File: config.mk
export PLATFORM = sky130hd
export DESIGN_NAME = cpu_trace_monitor
export DESIGN_NICKNAME = d
export VERILOG_FILES = /design/src/rtl/cpu_trace_monitor.sv
export SDC_FILE = /design/constraint.sdc
export NUM_CORES = 1
export LEC_CHECK = 0
export ABC_AREA = 1
export BUFFER_PORTS_ARGS = -buffer_cell sky130_fd_sc_hd__buf_2
export CORE_ASPECT_RATIO = 2
export CORE_UTILIZATION = 45
export CTS_BUF_LIST = sky130_fd_sc_hd__clkbuf_8 sky130_fd_sc_hd__clkbuf_16
export CTS_CLUSTER_DIAMETER = 40
export CTS_CLUSTER_SIZE = 40
export DETAILED_ROUTE_END_ITERATION = 8
export RECOVER_POWER = 100
export SETUP_SLACK_MARGIN = 0.2
export SYNTH_ARGS = -nofsm -noshare
export SYNTH_HDL_FRONTEND = slang
export SYNTH_SLANG_ARGS = --single-unit
File: constraint.sdc
create_clock -name clk -period 7.3 [get_ports clk]
set_clock_uncertainty 0.05 [all_clocks]
set_input_delay 1.46 -clock clk [delete_from_list [all_inputs] [get_ports clk]]
set_output_delay 1.46 -clock clk [all_outputs]
set_load 0.02 [all_outputs]
File: src/rtl/cpu_trace_monitor.sv
// rtl/cpu_trace_monitor.sv - run-control and retirement-trace monitor; optional feature macro: TRACE_FILTER_EN
module cpu_trace_monitor #(
   parameter int XLEN       = 32,
   parameter int DEPTH      = 16,
   parameter int LOOP_LIMIT = 4,
   parameter int MAX_CYCLES = 1000
) (
   input  logic            clk,
   input  logic            rst,
   input  logic            retire_valid,
   input  logic [XLEN-1:0] pc,
   input  logic [31:0]     instr,
   input  logic [XLEN-1:0] alu_result,
   input  logic            reg_write,
   input  logic            mem_write,
   output logic            trace_valid,
   input  logic            trace_ready,
   output logic [XLEN-1:0] trace_pc,
   output logic [31:0]     trace_instr,
   output logic [XLEN-1:0] trace_alu,
   output logic [1:0]      trace_flags,
   output logic [31:0]     cycle_count,
   output logic [31:0]     instret_count,
   output logic [15:0]     drop_count,
   output logic            halted,
   output logic [1:0]      halt_cause
);

   localparam int          AW         = $clog2(DEPTH);
   localparam int          LW         = $clog2(LOOP_LIMIT + 1);
   localparam logic [31:0] EBREAK     = 32'h0010_0073;
   localparam logic [31:0] CYCLE_LAST = 32'(MAX_CYCLES - 1);
   localparam logic [AW:0] OCC_FULL   = (AW + 1)'(DEPTH);
   localparam logic [LW-1:0] LOOP_HIT = LW'(LOOP_LIMIT);

   localparam logic [1:0] CAUSE_EBREAK  = 2'b01;
   localparam logic [1:0] CAUSE_LOOP    = 2'b10;
   localparam logic [1:0] CAUSE_TIMEOUT = 2'b11;

   typedef enum logic {
      S_RUN,
      S_HALT
   } state_t;

   state_t state;

   // FIFO storage, one array per record field
   logic [XLEN-1:0] mem_pc    [DEPTH];
   logic [31:0]     mem_instr [DEPTH];
   logic [XLEN-1:0] mem_alu   [DEPTH];
   logic [1:0]      mem_flags [DEPTH];

   logic [AW-1:0] wr_ptr;
   logic [AW-1:0] rd_ptr;
   logic [AW:0]   occ;

   logic [XLEN-1:0] prev_pc;
   logic [LW-1:0]   loop_cnt;

   logic          in_run;
   logic          retire;
   logic          push_req;
   logic          pop;
   logic          full;
   logic          push_ok;
   logic          push_drop;
   logic [LW-1:0] loop_next;
   logic          hit_ebreak;
   logic          hit_loop;
   logic          hit_timeout;

   assign in_run = (state == S_RUN);
   assign retire = in_run && retire_valid;

`ifdef TRACE_FILTER_EN
   // only architecturally visible retirements are recorded
   assign push_req = retire && (reg_write || mem_write);
`else
   assign push_req = retire;
`endif

   assign full      = (occ == OCC_FULL);
   assign pop       = trace_valid && trace_ready;
   assign push_ok   = push_req && (!full || pop);
   assign push_drop = push_req && full && !pop;

   // a repeated PC extends the current run, any other PC starts a new run of one
   assign loop_next   = (pc == prev_pc) ? (loop_cnt + LW'(1)) : LW'(1);
   assign hit_ebreak  = retire && (instr == EBREAK);
   assign hit_loop    = retire && (loop_next == LOOP_HIT);
   assign hit_timeout = in_run && (cycle_count == CYCLE_LAST);

   // run/halt state machine with registered halt status, EBREAK > self-loop > timeout
   always_ff @(posedge clk) begin
      if (rst) begin
         state      <= S_RUN;
         halted     <= 1'b0;
         halt_cause <= 2'b00;
      end else begin
         case (state)
            S_RUN: begin
               if (hit_ebreak) begin
                  state      <= S_HALT;
                  halted     <= 1'b1;
                  halt_cause <= CAUSE_EBREAK;
               end else if (hit_loop) begin
                  state      <= S_HALT;
                  halted     <= 1'b1;
                  halt_cause <= CAUSE_LOOP;
               end else if (hit_timeout) begin
                  state      <= S_HALT;
                  halted     <= 1'b1;
                  halt_cause <= CAUSE_TIMEOUT;
               end
            end
            S_HALT: begin
               state <= S_HALT;
            end
            default: begin
               state <= S_HALT;
            end
         endcase
      end
   end

   // saturating cycle and retirement counters, frozen outside RUN
   always_ff @(posedge clk) begin
      if (rst) begin
         cycle_count   <= 32'd0;
         instret_count <= 32'd0;
      end else if (in_run) begin
         if (cycle_count != 32'hFFFF_FFFF) begin
            cycle_count <= cycle_count + 32'd1;
         end
         if (retire_valid && (instret_count != 32'hFFFF_FFFF)) begin
            instret_count <= instret_count + 32'd1;
         end
      end
   end

   // self-loop tracking: previous retired PC and length of the current same-PC run
   always_ff @(posedge clk) begin
      if (rst) begin
         prev_pc  <= '0;
         loop_cnt <= '0;
      end else if (retire) begin
         prev_pc  <= pc;
         loop_cnt <= loop_next;
      end
   end

   // saturating count of records lost to a full FIFO
   always_ff @(posedge clk) begin
      if (rst) begin
         drop_count <= 16'd0;
      end else if (push_drop && (drop_count != 16'hFFFF)) begin
         drop_count <= drop_count + 16'd1;
      end
   end

   // FIFO pointers and occupancy; pointers wrap naturally at DEPTH
   always_ff @(posedge clk) begin
      if (rst) begin
         wr_ptr <= '0;
         rd_ptr <= '0;
         occ    <= '0;
      end else begin
         if (push_ok) begin
            wr_ptr <= wr_ptr + AW'(1);
         end
         if (pop) begin
            rd_ptr <= rd_ptr + AW'(1);
         end
         if (push_ok && !pop) begin
            occ <= occ + (AW + 1)'(1);
         end else if (pop && !push_ok) begin
            occ <= occ - (AW + 1)'(1);
         end
      end
   end

   // FIFO storage write; contents need no reset since occupancy gates visibility
   always_ff @(posedge clk) begin
      if (push_ok) begin
         mem_pc[wr_ptr]    <= pc;
         mem_instr[wr_ptr] <= instr;
         mem_alu[wr_ptr]   <= alu_result;
         mem_flags[wr_ptr] <= {mem_write, reg_write};
      end
   end

   assign trace_valid = (occ != '0);
   assign trace_pc    = mem_pc[rd_ptr];
   assign trace_instr = mem_instr[rd_ptr];
   assign trace_alu   = mem_alu[rd_ptr];
   assign trace_flags = mem_flags[rd_ptr];

endmodule

==> run summary <==
The run finished, with violations left. The final reports fail on max-capacitance violations, max-slew violations. The count of state elements after synthesis works out to 1704.

Clock-pin slew was measured on the worst setup and hold paths at 70 ps. The root buffer cell chosen for the clock tree is clkbuf_16. The design draws 23.8 mW. The tools report the tightest slew margin relative to the limit as -1.70.

Detailed placement ended at an HPWL of 91000 um. The run gives 39 as the unique cell type count in the Yosys netlist. For the hold violation count in the final report, the log shows 0. Setup repair after global routing left no endpoint under its margin. After detailed routing, the number of vias per cell comes to 5.58. Broken down by cell family, the worst path's largest delay share belongs to buffers and inverters.

The final cycle utilization of the critical path works out to 0.827. The core region is 0.153 sq mm. The switching part of the total power works out to 0.302. The area growth from synthesis to layout is 11.1%. By instance count, the cell type seen most on the critical path is o21ai_0. The effective utilization at floorplan is 0.454, and the post-cts resize count is 0. TritonCTS built the clock tree.

The tools report the part of the power in registers as 0.461. The tools report the endpoint required time on the critical path as 5790 ps. The number of global-route vias before repair is 41726.

For this design the total switching power over the nets is 7.19 mW. The pin count of the biggest net entering global routing is 167, and the slew at the pin closest to its max-slew limit is 4040 ps. Net total in the final layout: 5547. The number of setup buffers added after CTS is 0. Based on the critical path, the design can be clocked at up to 166 MHz. The data arrival time of the critical path is 4520 ps, and the boundary pin count is 284. Buffers inserted during clock tree synthesis total 145. The die height was 558 um; the number of vias in the routed layout was 42388. The number of maximum-capacitance constraint violations was 37; the final count of pins violating max slew was 2029.

The number of buffer cells added on primary ports works out to 283. The tools report the kind of start point of the critical path as a flip-flop. The share of flip-flops with an asynchronous set or reset was 0; the count of flip-flops with a built-in enable after synthesis was 1568.

For the worst-skew pair, the clock arrives at the later sink with an insertion delay of 780 ps. IR analysis of the VDD net gives a maximum drop of 218 uV. Number of routed nets with antenna violations: 0. The fraction of layout cells with a size suffix above 1 is 0.0589. The worst hold path belongs to the class flip-flop to flip-flop.

The number of antenna violations at the first check in global routing was 20. The total power per unit cell area was 308 mW/mm^2. For this run, the slowest stage of the critical path takes 1510 ps. The number of buffers and inverters on the critical path is 2. The H-tree was split into 4 levels. The iteration-0 DRC count of the detailed router came out at 3111.

The worst setup path is captured at an output pin. The setup TNS after final layout came out at 0 ps. The run gives 1704 as the number of clock sinks. The global-route usage over all layers is 0.228, and the horizontal die dimension is 280 um. The area enclosed by the die boundary was 0.156 sq mm. The highest fanout seen on the critical path came out at 151.

The tools report the post-synth design cell area as 0.0695 sq mm. For the share of synthesized area occupied by flip-flops and latches, the log shows 0.717. The floorplan has 203 rows. The critical path is of the flip-flop to output pin type.

The dominant register cell in the synthesized netlist was edfxtp_1. The critical path goes through clkbuf_4 -> a21oi_1 -> o21ai_0 -> o21ai_0 -> o211ai_1 -> nand2_1 -> clkbuf_1. Cell internal power was estimated by the tool at 16.6 mW. The Yosys step of the flow raised 0 warnings.

The routed design could run at a clock period as short as 6030 ps. Dividing the detail-routed wire length by the instance count gives 23.7 um. For the share of total power in combinational logic, the log shows 0.202. The overall overflow remaining after global route is 0, and the portion of total power attributed to the clock network is 0.337. The residual DRC count came out at 0.

Synthesis produced a netlist with a net count of 5368. For the count of TritonRoute iterations in the first routing pass, the log shows 5. The slowest stage of the critical path is the clkbuf_4 cell. The worst-case clock buffer depth is 4. The first global-routing pass estimated 265000 um of wire. Summed over all cells, the static leakage comes to 25.6 nW.

A synthesized cell averages 13.2 sq um. Synthesis produced a netlist whose cell count is 5252. The count of endpoints failing setup in the final report was 0; the total of hold buffers inserted after clock tree synthesis was 0.

The placer congestion estimate is 0.881, and the routed wire length is 180000 um.
==> synth_stat cells (all sizes together) (2+ instances only) <==
cell	n	area [sq um]
o211ai	392	2940
nand2	392	1480
nor2	195	734
nand3b	4	30.0
xor2	31	272
nor3b	4	30.0
nand3	167	836
a31oi	2	12.5
ha	13	163
o21bai	2	15.0
nand4	31	194
a21o	2	15.0
dfxtp	136	2720
xnor2	34	298
and2	2	12.5
inv	510	1910
a21oi	478	2400
buf	122	718
nor4	11	68.8
edfxtp	1568	47100
clkbuf	192	721
nor3	43	235
o21ai	523	2620
mux2i	392	3920
==> cells in the final DEF, fill, tap and decap left out, types with 6 or more instances in the layout <==
cell type,count
a21oi_1,478
ha_1,13
xnor2_1,34
clkbuf_2,13
nor3_1,41
clkbuf_16,148
nand2_1,391
inv_1,517
bufinv_16,10
clkinv_4,9
nand3_1,167
clkinvlp_4,6
buf_12,12
xor2_1,31
o211ai_1,392
nor4_1,11
nand4_1,31
clkinv_8,9
inv_8,17
clkinv_2,8
edfxtp_1,1568
o21ai_0,515
inv_6,23
clkbuf_1,276
buf_4,13
dfxtp_1,133
mux2i_1,392
diode_2,6
buf_2,31
clkinv_1,6
nor2_1,185
nor2_4,9
o21ai_1,8
==> cells by family after synthesis <==
logic type | after synthesis | synth area share
adders and majority gates | 14 | 0.00263
AOI/OAI and AO/OA | 1401 | 0.115
DFF | 1704 | 0.717
and+or+nand+nor | 851 | 0.0523
buffers and inverters | 825 | 0.0483
muxes | 392 | 0.0565
xor gates and xnor gates | 65 | 0.00819
==> power groups by stage <==
stage | Clock [mW] | Combinational, mW | Sequential, mW
after floorplan | 0 | 3.40 | 11.2
after global placement | 0 | 4.86 | 11.2
after detailed placement | 0 | 4.91 | 11.2
after CTS | 8.16 | 4.92 | 11.0
after global routing | 8.47 | 5.27 | 11.0
final | 8.01 | 4.80 | 11.0
==> metrics by stage <==
step	utilization	setup slack [ps]	hold WS, ps	cell area (sq um)	std cells
2_1_floorplan	-	485	385	69500	5252
3_3_place_gp	0.476	2940	391	73000	7334
3_5_place_dp	0.476	2920	395	73000	7334
4_1_cts	0.508	2060	409	77800	7586
5_1_grt	0.504	980	451	77200	7590
6_report	0.504	1270	405	77200	7592
==> layer usage <==
metal,part of all wire,up-vias,GRT usage
met5,0.00066,-,0
met4,0.029,16,0.0692
met3,0.050,330,0.0307
met2,0.52,1153,0.415
met1,0.40,21298,0.279
li1,-,19591,-
==> area by class of cell <==
| type | count | area [sq um] |
|---|---|---|
| antenna | 6 | 15.0 |
| clock buffer | 148 | 3700 |
| clock inverter | 104 | 1170 |
| fill | 13053 | 76000 |
| inverter | 511 | 1940 |
| multi-input combinational | 2723 | 16400 |
| sequential | 1704 | 49800 |
| tap | 2050 | 2560 |
| timing repair buffer | 346 | 1600 |
==> state kept, by name, indices dropped and copies added (netlist names), 3 cells and up, named ones only <==
| signal | cells |
|---|---|
| mem_alu | 512 |
| mem_instr | 512 |
| mem_pc | 512 |
| cycle_count | 32 |
| instret_count | 32 |
| mem_flags | 32 |
| prev_pc | 32 |
| drop_count | 16 |
| occ | 5 |
| rd_ptr | 4 |
| wr_ptr | 4 |
| loop_cnt | 3 |
==> path summary, 6_finish.rpt <==
path	startpoint	end	slack, ps	cells after the start
hold reg to reg	rd_ptr[3]$_SDFFE_PP0N_	flip-flop	410	2
setup reg to reg	state$_SDFF_PP0_	mem_alu[9][5]$_DFFE_PP_	1560	9
hold / removal	rd_ptr[3]$_SDFFE_PP0N_	flip-flop	410	2
setup / recovery	flip-flop	trace_alu[3]	1270	7
==> tightest hold or removal path, delay by kind of cell (launching register included) <==
kind                   cells  cell delay, ps
buffers and inverters      1              50
AOI/OAI and AO/OA          1              60
DFF                        1             300
Power figures use the tool's default switching activity.
